==> src/rtl/input_port_controller.sv <==
// input_port_controller: memory-mapped switch capture peripheral for the
// single-cycle MIPS core. Each debounced button press snapshots the 16 board
// switches into a small FIFO. A load from DATA_ADDR pops the oldest entry. A load
// from STATUS_ADDR returns {overrun, empty, full, count[2:0]}.
//
// Handshake: a load to DATA_ADDR is the request (valid). wait_in is the inverse
// of ready. While the FIFO is empty, wait_in stays high and no pop occurs. The
// core holds the PC and repeats the same load. The pop commits on the first
// clock edge where the request is seen with wait_in low.
module input_port_controller #(
  parameter logic [31:0] DATA_ADDR   = 32'd1020,
  parameter logic [31:0] STATUS_ADDR = 32'd1021,
  parameter int          DEPTH       = 4,
  parameter bit          SIGN_EXT    = 1'b1
) (
  input  logic        clock,
  input  logic        rst,
  input  logic [15:0] switches,
  input  logic        button,
  input  logic [31:0] adress,
  input  logic        MemRead,
  output logic [31:0] datain,
  output logic        wait_in,
  output logic [3:0]  count,
  output logic        overrun
);

  localparam int         PTR_W   = (DEPTH > 1) ? $clog2(DEPTH) : 1;
  localparam logic [3:0] DEPTH_C = 4'(DEPTH);

  // Button synchronizer / edge detector chain (reset high: a held button is not a press)
  logic r_s1;
  logic r_s2;
  logic r_s3;
  // Two-flop synchronized copy of the switches, used as push data
  logic [15:0] r_sw1;
  logic [15:0] r_sw2;
  // FIFO storage and bookkeeping
  logic [15:0]      r_mem [DEPTH];
  logic [PTR_W-1:0] r_wr_ptr;
  logic [PTR_W-1:0] r_rd_ptr;
  logic [3:0]       r_count;
  logic             r_overrun;

  logic        w_press;
  logic        w_data_rd;
  logic        w_status_rd;
  logic        w_empty;
  logic        w_full;
  logic        w_pop;
  logic        w_push;
  logic        w_drop;
  logic [15:0] w_entry;
  logic [31:0] w_entry_ext;
  logic [31:0] w_status;

  assign w_press     = r_s2 & ~r_s3;
  assign w_data_rd   = MemRead && (adress == DATA_ADDR);
  assign w_status_rd = MemRead && (adress == STATUS_ADDR);
  assign w_empty     = (r_count == 4'd0);
  assign w_full      = (r_count == DEPTH_C);
  assign w_pop       = w_data_rd && !w_empty;
  // A press into a full FIFO still lands if a pop frees a slot in the same cycle.
  assign w_push      = w_press && (!w_full || w_pop);
  assign w_drop      = w_press && w_full && !w_pop;

  assign w_entry     = r_mem[r_rd_ptr];
  assign w_entry_ext = SIGN_EXT ? {{16{w_entry[15]}}, w_entry} : {16'b0, w_entry};
  assign w_status    = {26'b0, r_overrun, w_empty, w_full, r_count[2:0]};

  // Read mux toward MuxMem and stall request; both purely combinational
  always_comb begin
    datain  = 32'b0;
    wait_in = 1'b0;
    if (w_data_rd) begin
      if (w_empty) begin
        wait_in = 1'b1;
      end else begin
        datain = w_entry_ext;
      end
    end else if (w_status_rd) begin
      datain = w_status;
    end
  end

  assign count   = r_count;
  assign overrun = r_overrun;

  // Synchronize the asynchronous button into the clock domain
  always_ff @(posedge clock) begin
    if (rst) begin
      r_s1 <= 1'b1;
      r_s2 <= 1'b1;
      r_s3 <= 1'b1;
    end else begin
      r_s1 <= button;
      r_s2 <= r_s1;
      r_s3 <= r_s2;
    end
  end

  // Synchronize the switch levels; pure datapath, no reset needed
  always_ff @(posedge clock) begin
    r_sw1 <= switches;
    r_sw2 <= r_sw1;
  end

  // FIFO storage write; contents are don't-care after reset
  always_ff @(posedge clock) begin
    if (!rst && w_push) begin
      r_mem[r_wr_ptr] <= r_sw2;
    end
  end

  // Pointer and occupancy bookkeeping; reset discards any push in flight
  always_ff @(posedge clock) begin
    if (rst) begin
      r_wr_ptr <= '0;
      r_rd_ptr <= '0;
      r_count  <= 4'd0;
    end else begin
      if (w_push) begin
        r_wr_ptr <= r_wr_ptr + PTR_W'(1);
      end
      if (w_pop) begin
        r_rd_ptr <= r_rd_ptr + PTR_W'(1);
      end
      case ({w_push, w_pop})
        2'b10:   r_count <= r_count + 4'd1;
        2'b01:   r_count <= r_count - 4'd1;
        default: r_count <= r_count;
      endcase
    end
  end

  // Sticky overrun: set by a dropped press, cleared by a status read; set wins
  always_ff @(posedge clock) begin
    if (rst) begin
      r_overrun <= 1'b0;
    end else if (w_drop) begin
      r_overrun <= 1'b1;
    end else if (w_status_rd) begin
      r_overrun <= 1'b0;
    end
  end

endmodule

==> config.mk <==
export PLATFORM = sky130hd
export DESIGN_NAME = input_port_controller
export DESIGN_NICKNAME = d
export VERILOG_FILES = /design/src/rtl/input_port_controller.sv
export SDC_FILE = /design/constraint.sdc
export NUM_CORES = 1
export LEC_CHECK = 0
export CORE_MARGIN = 2
export CORE_UTILIZATION = 30
export DETAILED_ROUTE_END_ITERATION = 8
export GPL_ROUTABILITY_DRIVEN = 0
export PLACE_DENSITY = 0.55
export SLEW_MARGIN = 20
export SYNTH_ARGS = -nofsm -noshare
export SYNTH_HDL_FRONTEND = slang
export SYNTH_SLANG_ARGS = --single-unit
==> constraint.sdc <==
create_clock -name clock -period 3.1 [get_ports clock]
set_input_delay 0.62 -clock clock [delete_from_list [all_inputs] [get_ports clock]]
set_output_delay 0.62 -clock clock [all_outputs]
set_load 0.005 [all_outputs]
Yosys cells after proc, flatten, opt, wreduce, memory -nomap -nowiden. Memories as Yosys holds them, arrays and structs flattened. A register that Yosys moved wholly into a read port is not among the register bits. Index checks and enable logic that the tools add are counted.

Output and inout port bits: 38. Bits in writable memories: 64. Bits in registers: 44. Memories: 1.

Memory list: r_mem (words 4, width 16, read ports 1, clocked after Yosys merged registers in 1, write ports 1, line 39) `logic [15:0] r_mem [DEPTH];`.

Equal/unequal tests: 5. Bitwise operators: 2. $add $sub $neg: 4. Reduce and logical (&&, ||, !) cells: 15. Muxes and demuxes: 12.

Operators with widths (count): == test 32 x 10 -> 1 bit (second input constant) (2); 2-to-1 mux 32 bit (2); one-hot mux 4 bit (2 select lines) (1); logical AND 1 bit (7); 2-to-1 mux 1 bit (6); 2-to-1 mux 6 bit (1); adder 2 x 1 -> 2 bit (second input constant) (2); adder 4 x 1 -> 4 bit (second input constant) (1); == test 4 x 3 -> 1 bit (second input constant) (1); zero test 1 bit (4); zero test 4 bit (1); 2-to-1 mux 2 bit (2); nonzero test 2 bit (2); subtractor 4 x 1 -> 4 bit (second input constant) (1); == test 2 x 1 -> 1 bit (second input constant) (1); == test 2 bit (second input constant) (1); AND 1 bit (1); logical OR 1 bit (1); inverter 1 bit (1).

Logic depth before layout (Yosys ltp).
Depth in word-level cells: 8. Mapped depth: 10.

Least setup slack after synthesis. No wires, ideal clock.

Path type: input to output. Start: input adress[15]. End: output datain[16]. Stages on the path: 6. Data arrival time: 2185 ps. Path slack: 295 ps. Cells stage by stage: nor4_1 -> nand4_2 -> nor3_1 -> buf_2 -> and3_1 -> buf_4.

Cells in the longest elaborated chain, start to end: 3.

Ends and longest elaborated chain: start: declaration (line 20) `input logic [31:0] adress,`; == test 32 x 10 -> 1 bit (line 58) `assign w_data_rd = MemRead && (adress == DATA_ADDR);`; logical AND 1 bit (line 58); 2-to-1 mux 32 bit (line 75) `if (w_data_rd) begin`; end: declaration (line 22) `output logic [31:0] datain,`.

Every way passes these cells.

Worst setup path after layout.
Start: input adress[29]. End: output datain[28].

The elaborated chain is that of the path after synthesis.

==> results by group <==
Worst setup path
  – Register-to-Register Path Depth: 9
  – Slowest CP cell: sky130_fd_sc_hd__clkdlybuf4s50_1
  – Crit path cell chain: clkdlybuf4s50_1 -> nor4b_4 -> nand4_2 -> nor3_2 -> buf_4 -> and3_4 -> buf_4 -> clkdlybuf4s15_1
  – Delay of the slowest critical-path stage: 0.45 ns
  – Maximum net fanout on the critical path: 11
  – Crit Reg-Reg Endpoint: count[2]$_SDFFE_PP0P_
  – Critical Path Stages: 8
  – Crit path arrival time: 2.42 ns
  – Required time of the critical path: 2.48 ns
  – Setup slack of the most critical reg-to-reg path: 0.52 ns
  – CP top delay family: buffers and inverters
  – Crit Reg-Reg Startpoint: count[0]$_SDFFE_PP0P_
  – Setup crit start kind: primary input
  – Worst setup path startpoint: adress[29]
  – WP buf/inv: 4
  – Worst Setup End Kind: output port
  – Class of the most critical setup path: in -> out
  – Crit path top cell by count: sky130_fd_sc_hd__buf_4

Place
  – Detailed placer's ending HPWL: 5880 um
  – Placed Cells incl. Taps: 511
  – Number of input and output port buffers inserted: 89

Logic synthesis
  – Cells after synthesis: 242
  – Mapped Nets: 299
  – Ranking of synthesized cells by area: sky130_fd_sc_hd__edfxtp_1 48%, sky130_fd_sc_hd__dfxtp_1 23%, sky130_fd_sc_hd__mux4_2 9.0%
  – Yosys synthesis warning count: 0
  – Number of flops mapped to enable cells by yosys: 64
  – Dominant cell by count in the synthesized netlist: sky130_fd_sc_hd__edfxtp_1
  – Ranking of synthesized cells by instance count: 64 x sky130_fd_sc_hd__edfxtp_1, 46 x sky130_fd_sc_hd__dfxtp_1, 16 x sky130_fd_sc_hd__buf_4, 16 x sky130_fd_sc_hd__mux4_2, 14 x sky130_fd_sc_hd__nor2_1
  – Library cell occupying the most area in the post-synthesis netlist: sky130_fd_sc_hd__edfxtp_1
  – Most common flop cell mapped by yosys: sky130_fd_sc_hd__edfxtp_1
  – Flop and latch count out of synthesis: 110
  – Post-synthesis instance area: 4010 um2
  – Synth unique cells: 35
  – Part of the Yosys area used for sequential elements: 70.8%
  – Ys async rst share: 0%
  – Mean Syn Cell Area: 16.6 um2
  – Area fraction of the dominant cell type after synthesis: 47.9%

Global route
  – Pin count of the biggest net entering global routing: 20
  – Remaining Overflow, GRT: 0
  – Initial antenna violation count: 0
  – First-pass GRT wire length: 12,900 um
  – Tot GR Track Use: 11.9%
  – Via count of the first global-routing pass: 2,446

Power
  – Switching share of total power: 19.2%
  – Leakage power: 0.00215 uW
  – Switching component of the power: 551 uW
  – Cell Int Power: 2330 uW
  – Proportion of power drawn by combinational gates: 3.6%
  – Total power divided by cell area: 515 nW/um2
  – Sequential share of power: 55.1%
  – Power Total: 2880 uW
  – Max IR drop VDD: 0.000303 V
  – Clock network fraction of total power: 41.4%

STA
  – Final hold violation count: 0
  – RSZ-0062 raised after global routing: true
  – Measured slew at the worst slew-check pin: 0.466 ns
  – Final period utilization: 97.9%
  – Time the worst path needs with I/O delays and setup: 3.04 ns
  – Worst rel slew slack: 69.0%
  – Final number of max-transition violations: 0
  – Final number of setup-violating endpoints: 0
  – Maximum clock frequency: 0.329 GHz
  – Clock tree skew after final layout: 0.00568 ns

Route
  – Total Routed Length: 8300 um
  – Routed len/inst: 15.5 um
  – DRT antenna net count: 0
  – Via-per-instance ratio: 4.41
  – Detailed Route Iter0 Violations: 94
  – Detailed-router iteration count before antenna repair: 4
  – DRC errors left: 0
  – Via count: 2,355

Cells and area
  – Final-stage net count: 410
  – Fraction of final layout cells with drive strength greater than 1: 31.0%
  – Total of fill cells in the finished design: 1,206
  – Total area of multi-input combinational cells: 1070 um2
  – Post-route insts no fill: 534
  – Area growth syn-to-layout: 39.2%
  – Antenna diode count: 0
  – FF/Latch Area: 2840 um2

Die
  – Initial core utilization: 30.5%
  – Die ar.: 14,300 um2
  – Floorplan die width: 120 um
  – Row Count: 42
  – Standard cell core area: 13,100 um2
  – Total I/O pin count: 90
  – Height of the die: 120 um

Min path
  – Min-delay worst type: reg -> reg
  – Cells on Worst Hold Path: 0
  – Hold EP: r_sw2[14]$_DFF_P_
  – Launch point of the worst hold path: r_sw1[14]$_DFF_P_

Outcome
  – Status: completed

Clocking
  – Maximum buffer depth of the clock tree: 2
  – Clock transition at the registers of the reported paths: 0.07 ns
  – Cell at the root of the clock tree: sky130_fd_sc_hd__clkbuf_16
  – Inserted Clock Buffers: 9
  – Clock Latency Late Sink: 0.33 ns
  – Hold buffers post-CTS: 0
  – H-tree depth: 3
  – CTS tree: yes
  – Clock sink count: 110

Job
  – Max capacitance violation total: 0
## worst register-to-register path, delay by kind of cell (launching register included)
family	cells	cell delay (ns)
adders and majority gates	1	0.20
and+or+nand+nor	4	1.24
AOI/OAI and AO/OA	2	0.43
DFF	1	0.40
xor gates and xnor gates	1	0.15
muxes	1	0.09
## how the worst max path moves through the flow
stage                            end
after floorplan           datain[16]
after global placement    datain[11]
after detailed placement  datain[28]
after CTS                  datain[7]
after global routing      datain[28]
final                     datain[28]
## power groups by stage
stage	Combinational, uW	Clock, uW	Sequential, uW
finish	103	1190	1580
global route	110	1280	1590
CTS	103	1220	1580
detailed placement	101	0	1620
global placement	99.9	0	1620
floorplan	19.8	0	1610
## logic make-up after synthesis
group,Yosys count,synth area share [%]
flops,110,70.8
simple gates,57,9.39
buf+inv,30,4.43
mux,21,10.3
compound gates,13,2.21
xor+xnor,6,1.31
fa+ha+maj,5,1.56
## placed cells by master (no fill, tap or decap), drive strengths merged, types with 5 or more instances in the layout
cell type      netlist  routed
mux4                16      16
nor2                14      14
ha                   5       5
edfxtp              64      64
o21ai                5       5
dlymetal6s2s         0       5
nor4                 6       6
and3                11      11
clkbuf               6      23
clkdlybuf4s50        0      49
dfxtp               46      46
and2                 5       5
clkdlybuf4s15        0       7
inv                  4       6
dlygate4sd2          0      13
buf                 20      39
## registers in the layout, indices dropped and copies added, names as in the netlist, 2 cells and up, named ones only
name / flops
count: 4
r_mem: 64
r_rd_ptr: 2
r_sw1: 16
r_sw2: 16
r_wr_ptr: 2
## cell type report
type | instances | area share (%)
sequential | 110 | 50.9
timing repair buffer | 126 | 19.9
multi-input combinational | 102 | 19.2
clock buffer | 10 | 4.48
tap | 176 | 3.94
clock inverter | 6 | 1.34
inverter | 4 | 0.269
## repair_timing
| action | in CTS | in global routing |
|---|---|---|
| endpoints found under the hold margin | 0 | 0 |
| gates resized for setup | 70 | 29 |
| buffers inserted | 7 | 2 |
| pin swaps | 9 | 7 |
| endpoints found under the setup margin | 33 | 32 |
## layer usage
layer | part of all wire (%) | GRT usage (%) | up-vias
li1 | - | - | 1121
met1 | 43 | 14.5 | 1137
met2 | 50 | 20.8 | 88
met3 | 6.1 | 2.99 | 9
met4 | 1.1 | 3.53 | 0
met5 | 0 | 0 | -
## per-stage QoR
stage	hold WS (ns)	util, %	setup slack [ns]	TNS [ns]	area, um2
after CTS	0.323	42.6	-0.128	-0.260	5600
final	0.326	42.5	0.0643	0	5580
after global routing	0.329	42.5	-0.0440	-0.126	5580
after detailed placement	0.312	39.7	-0.361	-10.13	5220
after global placement	0.310	39.7	-0.341	-9.73	5220
after floorplan	0.310	-	0.295	0	4010
Power figures use the tool's default switching activity.
